[src/rtl/regfile_access_ctrl.sv]
// regfile_access_ctrl: issue-side controller for the 16-entry register file.
// Drives the read/write ports and holds a one-deep operand stage. A 16-bit
// scoreboard stalls requests on RAW/WAW hazards.
// Optional feature: define REGFILE_BYPASS_EN to forward the writeback bus to
// the operands. A matching writeback then clears a source hazard in the same
// cycle. Without the macro, the dependent request waits for the register file
// commit.

package constants_pkg;
   parameter int REGISTER_DATA_BITS = 8;
endpackage

module regfile_access_ctrl #(
   parameter int DATA_BITS = constants_pkg::REGISTER_DATA_BITS
) (
   input  logic                 clk,
   input  logic                 reset_n,
   input  logic                 req_valid,
   output logic                 req_ready,
   input  logic [3:0]           req_src0,
   input  logic [3:0]           req_src1,
   input  logic                 req_src0_en,
   input  logic                 req_src1_en,
   input  logic [3:0]           req_dst,
   input  logic                 req_dst_en,
   output logic [3:0]           rd0_addr,
   output logic [3:0]           rd1_addr,
   output logic                 rd0_enable,
   output logic                 rd1_enable,
   input  logic [DATA_BITS-1:0] rd0_data,
   input  logic [DATA_BITS-1:0] rd1_data,
   output logic [3:0]           wr_addr,
   output logic                 wr_enable,
   output logic [DATA_BITS-1:0] wr_data,
   input  logic                 wb_valid,
   input  logic [3:0]           wb_addr,
   input  logic [DATA_BITS-1:0] wb_data,
   output logic                 op_valid,
   input  logic                 op_ready,
   output logic [DATA_BITS-1:0] op_a,
   output logic [DATA_BITS-1:0] op_b,
   output logic [3:0]           op_dst,
   output logic                 op_dst_en,
   output logic [15:0]          pending
);

   localparam logic [0:0] ST_EMPTY = 1'b0;
   localparam logic [0:0] ST_FULL  = 1'b1;

   typedef struct packed {
      logic [DATA_BITS-1:0] a;
      logic [DATA_BITS-1:0] b;
      logic [3:0]           dst;
      logic                 dst_en;
   } op_bundle_t;

   logic [0:0]  state;
   op_bundle_t  op_q, op_d;
   logic [15:0] pend_q, pend_nxt;
   logic        wb_hit0, wb_hit1, wb_hit_dst;
   logic        src0_haz, src1_haz, dst_haz;
   logic        stage_free, accept;

   // register file ports are straight pass-through
   assign rd0_addr   = req_src0;
   assign rd1_addr   = req_src1;
   assign rd0_enable = req_valid && req_src0_en;
   assign rd1_enable = req_valid && req_src1_en;
   assign wr_addr    = wb_addr;
   assign wr_data    = wb_data;
   assign wr_enable  = wb_valid;

   assign wb_hit0    = wb_valid && (wb_addr == req_src0);
   assign wb_hit1    = wb_valid && (wb_addr == req_src1);
   assign wb_hit_dst = wb_valid && (wb_addr == req_dst);

   // hazard detection and operand select; forwarding only in bypass builds
   always_comb begin
      op_d.dst    = req_dst;
      op_d.dst_en = req_dst_en;
      dst_haz     = req_dst_en && pend_q[req_dst] && !wb_hit_dst;
`ifdef REGFILE_BYPASS_EN
      src0_haz = req_src0_en && pend_q[req_src0] && !wb_hit0;
      src1_haz = req_src1_en && pend_q[req_src1] && !wb_hit1;
      op_d.a   = !req_src0_en ? '0 : (wb_hit0 ? wb_data : rd0_data);
      op_d.b   = !req_src1_en ? '0 : (wb_hit1 ? wb_data : rd1_data);
`else
      // a same-cycle writeback is not yet visible in the file: wait one cycle
      src0_haz = req_src0_en && (pend_q[req_src0] || wb_hit0);
      src1_haz = req_src1_en && (pend_q[req_src1] || wb_hit1);
      op_d.a   = req_src0_en ? rd0_data : '0;
      op_d.b   = req_src1_en ? rd1_data : '0;
`endif
   end

   assign stage_free = (state == ST_EMPTY) || op_ready;
   assign req_ready  = reset_n && stage_free && !src0_haz && !src1_haz && !dst_haz;
   assign accept     = req_valid && req_ready;

   // scoreboard next state: writeback clears, issue sets, set wins on collision
   always_comb begin
      pend_nxt = pend_q;
      if (wb_valid)
         pend_nxt[wb_addr] = 1'b0;
      if (accept && req_dst_en)
         pend_nxt[req_dst] = 1'b1;
   end

   // operand stage EMPTY/FULL and scoreboard state
   always_ff @(posedge clk) begin
      if (!reset_n) begin
         state  <= ST_EMPTY;
         op_q   <= '0;
         pend_q <= '0;
      end else begin
         pend_q <= pend_nxt;
         if (accept) begin
            state <= ST_FULL;
            op_q  <= op_d;
         end else if (op_ready) begin
            state <= ST_EMPTY;
         end
      end
   end

   assign op_valid  = (state == ST_FULL);
   assign op_a      = op_q.a;
   assign op_b      = op_q.b;
   assign op_dst    = op_q.dst;
   assign op_dst_en = op_q.dst_en;
   assign pending   = pend_q;

endmodule

[config.mk]
export PLATFORM = sky130hd
export DESIGN_NAME = regfile_access_ctrl
export DESIGN_NICKNAME = d
export VERILOG_FILES = /design/src/rtl/regfile_access_ctrl.sv
export SDC_FILE = /design/constraint.sdc
export NUM_CORES = 1
export LEC_CHECK = 0
export CAP_MARGIN = 20
export CORE_ASPECT_RATIO = 0.8
export CORE_MARGIN = 10
export CORE_UTILIZATION = 41
export CTS_CLUSTER_DIAMETER = 200
export DETAILED_ROUTE_END_ITERATION = 8
export PLACE_DENSITY = 0.8
export SYNTH_ARGS = -nofsm -noshare
export SYNTH_HDL_FRONTEND = slang
export SYNTH_SLANG_ARGS = --single-unit
[constraint.sdc]
create_clock -name clk -period 3.05 [get_ports clk]
set_input_delay 0.61 -clock clk [delete_from_list [all_inputs] [get_ports clk]]
set_output_delay 0.61 -clock clk [all_outputs]
set_load 0.01 [all_outputs]
==> out/qor_table.md <==
| Group | Item | Reported |
|:---|:---|:---|
| status | Status | completed |
| floorplanning | Core region area | 0.00547 mm^2 |
| cells and area | Layout cell share with drive strength beyond 1 | 17.3% |
| cts | CTS tree | yes |
| power and ir drop | Psw | 0.326 mW |
| global route | Via count of the first global-routing pass | 2328 |
| setup path | Category of cells accounting for the largest share of critical-path delay | buffers and inverters |
| setup path | Critical Path Sink Type | primary output |
| synthesis | Post-synthesis net count | 287 |
| synthesis | Fraction of synthesis flops using an asynchronous set or reset pin | 0% |
| synthesis | Post-synth top flop | sky130_fd_sc_hd__dfxtp_1 |
| setup path | Sum of buffers and inverters on the critical path | 2 |
| detailed routing | Router iterations before antenna repair | 4 |
| sta | Setup repair after global routing missed its margin | false |
| detailed routing | Final Routed Wirelength | 7820 um |
| detailed routing | Initial DRC Count | 209 |
| floorplanning | Die width | 104 um |
| worst hold path | Class of the tightest hold or removal check | register to register |
| floorplanning | Floorplan die height | 87.4 um |
| synthesis | Mean area per synthesized cell | 9.73 um^2 |
| synthesis | Cell taking the most area after synthesis | sky130_fd_sc_hd__dfxtp_1 |
| job | Number of max-cap violations | 0 |
| sta | Final min period | 2920 ps |
| sta | Final-report setup violation count | 0 |
| power and ir drop | Power share of the clock group | 30.9% |
| cts | H-Tree Depth | 2 |
| power and ir drop | Pwr/cell area | 346 mW/mm^2 |
| detailed routing | DR WL/cell | 19.2 um |
| global route | Number of antenna violations at the first check in global routing | 0 |
| sta | Final clock skew | 7.84 ps |
| synthesis | Portion of synthesized cell area occupied by the leading cell type | 32.7% |
| power and ir drop | Sequential share of power | 44.5% |
| synthesis | Number of warning messages in the yosys log | 0 |
| power and ir drop | Peak supply drop | 0.236 mV |
| sta | Max-slew violation count | 0 |
| cells and area | Final Util | 62.7% |
| power and ir drop | Total Power Consumption | 1.18 mW |
| sta | Achievable frequency | 343 MHz |
| sta | Worst-Margin Slew | 463 ps |
| floorplanning | Area of the die | 0.00910 mm^2 |
| synthesis | Sequential area share after synthesis | 32.7% |
| cts | Clock latency on the worst-skew pair | 290 ps |
| place | Post-detail-place hpwl | 6200 um |
| sta | Number of failing hold endpoints at the final stage | 0 |
| detailed routing | Routed via count divided by cell count | 5.48 |
| detailed routing | Total number of vias | 2229 |
| cts | CTS Buf Count | 5 |
| floorplanning | Initial core utilization | 42.5% |
| setup path | Maximum fanout along the worst path | 5 |
| setup path | Slowest CP cell | sky130_fd_sc_hd__clkdlybuf4s50_1 |
| global route | Grt total ovfl | 0 |
| power and ir drop | Leakage power of the design | 1.39 nW |
| cells and area | Net count reported at finish | 376 |
| cts | Clock-pin transition on the worst setup and hold timing paths | 80 ps |
| cts | CTS Root Cell | sky130_fd_sc_hd__clkbuf_8 |
| global route | Overall track demand over capacity in global routing | 16.8% |
| setup path | Category of the worst setup path launch point | input port |
| power and ir drop | Sw Share | 27.6% |
| synthesis | Seq cells post-synth | 38 |
| cts | Maximum number of buffers from clock root to sink | 2 |
| detailed routing | DRC Markers | 0 |
| sta | Final period utilization | 95.6% |
| floorplanning | Number of rows in the core area | 24 |
| cts | TritonCTS Sinks | 38 |
| global route | Wire length of the first global-routing pass | 12300 um |
| setup path | Arrival time at the worst endpoint | 2310 ps |
| synthesis | Number of library cell types mapped by synthesis | 32 |
| cells and area | Number of filler instances in the final layout | 507 |
| power and ir drop | Fraction of power consumed by combinational cells | 24.6% |
| cells and area | Number of diodes added for antenna fixing | 0 |
| place | Buffers added on ports | 93 |
| synthesis | Gate count after technology mapping | 239 |
| floorplanning | I/O pin total | 110 |
| setup path | Delay of the slowest cell on the worst path | 590 ps |
| setup path | Critical path class | input port to primary output |
| synthesis | Area of the mapped netlist | 0.00232 mm^2 |
| sta | Relative max-transition margin | 68.8% |
| synthesis | Top cells by instance count after synthesis | sky130_fd_sc_hd__nand2_1 (41), sky130_fd_sc_hd__dfxtp_1 (38), sky130_fd_sc_hd__mux2i_1 (26), sky130_fd_sc_hd__buf_4 (21), sky130_fd_sc_hd__o211ai_1 (12) |
| detailed routing | Antenna Nets Post-Route | 0 |
| cells and area | Layout overhead on the synthesized area | 47.3% |
| power and ir drop | Cell-internal power | 0.857 mW |
| synthesis | Most instantiated library cell after synthesis | sky130_fd_sc_hd__nand2_1 |
| setup path | Crit-path cells | clkdlybuf4s50_1 > mux4_2 > mux2i_1 > mux2_2 > a311oi_2 > nor3_2 > buf_2 |
| synthesis | Leading cell types by total area after synthesis | sky130_fd_sc_hd__dfxtp_1 (33%), sky130_fd_sc_hd__mux2i_1 (11%), sky130_fd_sc_hd__mux4_2 (11%) |
| synthesis | Number of enable-type register cells in the synthesized netlist | 0 |
| cts | Count of hold buffers inserted by post-cts repair | 0 |
| setup path | Worst endpoint required time | 2440 ps |
| global route | Largest net degree at the start of global routing | 44 |
| sta | Post-route worst hold slack | 459 ps |
| place | Placer congestion estimate | 0.897 |
==> flip-flops by register name (all words and copies together) (netlist names) <==
signal / flops
op_a: 8
op_b: 8
op_dst_en: 1
pending: 16
op_valid: 1
op_dst: 4
==> cells in the final DEF (no fill, tap or decap), types with 2 or more instances in the layout <==
cell type / netlist / final
sky130_fd_sc_hd__clkdlybuf4s50_1: 0 / 87
sky130_fd_sc_hd__nand4_1: 3 / 3
sky130_fd_sc_hd__nand2_1: 41 / 41
sky130_fd_sc_hd__o211ai_1: 12 / 12
sky130_fd_sc_hd__dlygate4sd2_1: 0 / 2
sky130_fd_sc_hd__nand3b_1: 3 / 3
sky130_fd_sc_hd__nand3_1: 8 / 8
sky130_fd_sc_hd__mux2_2: 2 / 2
sky130_fd_sc_hd__xnor2_1: 3 / 3
sky130_fd_sc_hd__and2_1: 2 / 2
sky130_fd_sc_hd__nor3_1: 4 / 3
sky130_fd_sc_hd__inv_1: 6 / 6
sky130_fd_sc_hd__mux2i_1: 26 / 26
sky130_fd_sc_hd__o41ai_1: 4 / 4
sky130_fd_sc_hd__mux4_2: 11 / 11
sky130_fd_sc_hd__nand2b_1: 3 / 3
sky130_fd_sc_hd__clkbuf_8: 0 / 6
sky130_fd_sc_hd__xor2_1: 9 / 9
sky130_fd_sc_hd__o31ai_1: 9 / 9
sky130_fd_sc_hd__o41ai_2: 3 / 3
sky130_fd_sc_hd__buf_4: 21 / 27
sky130_fd_sc_hd__clkdlybuf4s15_1: 0 / 2
sky130_fd_sc_hd__o311ai_0: 4 / 4
sky130_fd_sc_hd__dfxtp_1: 38 / 38
==> metrics by stage <==
stage	setup WS, ps	instance area, um^2	std cells	TNS (ps)
2_1_floorplan	457	2320	239	0
3_3_place_gp	-516	3320	399	-8200
3_5_place_dp	-564	3320	399	-10990
4_1_cts	3.47	3410	407	0
5_1_grt	72.3	3420	407	0
6_report	133	3420	407	0
==> worst register-to-register path, cell delays in order, from the launching register on <==
cell	delay, ps
sky130_fd_sc_hd__dfxtp_1	400
sky130_fd_sc_hd__mux4_1	520
sky130_fd_sc_hd__mux2_2	280
sky130_fd_sc_hd__nand3b_1	80
sky130_fd_sc_hd__nand4_1	140
sky130_fd_sc_hd__buf_4	170
sky130_fd_sc_hd__or3_4	480
sky130_fd_sc_hd__buf_12	170
sky130_fd_sc_hd__o31ai_1	290
==> logic make-up (layout without fill, tap and decap cells) <==
kind of cell	Yosys count	count (layout)	share of synthesized area [%]
compound gates	37	37	13.6
xor+xnor	12	12	4.52
buf+inv	45	135	11.8
simple gates	67	67	13.3
flops	38	38	32.7
mux	40	40	24.0
==> path summary, 6_finish.rpt <==
path | start | to | slack, ps | cells after the start
max | req_dst[1] | req_ready | 130 | 7
min | op_a[6] | op_a[6] | 460 | 2
max reg2reg | pending[5] | pending[12] | 400 | 8
min reg2reg | op_a[6] | op_a[6] | 460 | 2
==> final cells by class <==
type	count	area [um^2]	area share (%)
clock inverters	2	12.5	0.365
well taps	78	97.6	2.85
multi-input cells	156	1300	38.0
clock buffers	6	82.6	2.41
repair buffers	121	1150	33.5
inverters	6	22.5	0.658
flip-flops and latches	38	761	22.2
==> layer usage <==
layer	track usage, %	wire [um]	vias up
met3	5.47	852	15
met1	20.3	3180	1050
met2	28.1	3680	132
met4	4.54	106	0
li1	-	-	1032
met5	0	0	-
==> repair_timing <==
| action | in CTS | in global routing |
|---|---|---|
| endpoints found under the hold margin | 0 | 0 |
| gates resized for setup | 8 | 6 |
| setup endpoints to repair | 8 | 1 |
| pin swaps | 0 | 0 |
| gates cloned | 0 | 0 |
| buffers inserted | 0 | 0 |
==> power groups by stage <==
stage	combinational (mW)	sequential, mW	clock (mW)
6_report	0.291	0.527	0.366
5_1_grt	0.314	0.529	0.396
4_1_cts	0.293	0.527	0.377
3_5_place_dp	0.293	0.538	0
3_3_place_gp	0.289	0.537	0
2_1_floorplan	0.136	0.546	0
Power figures use the tool's default switching activity.
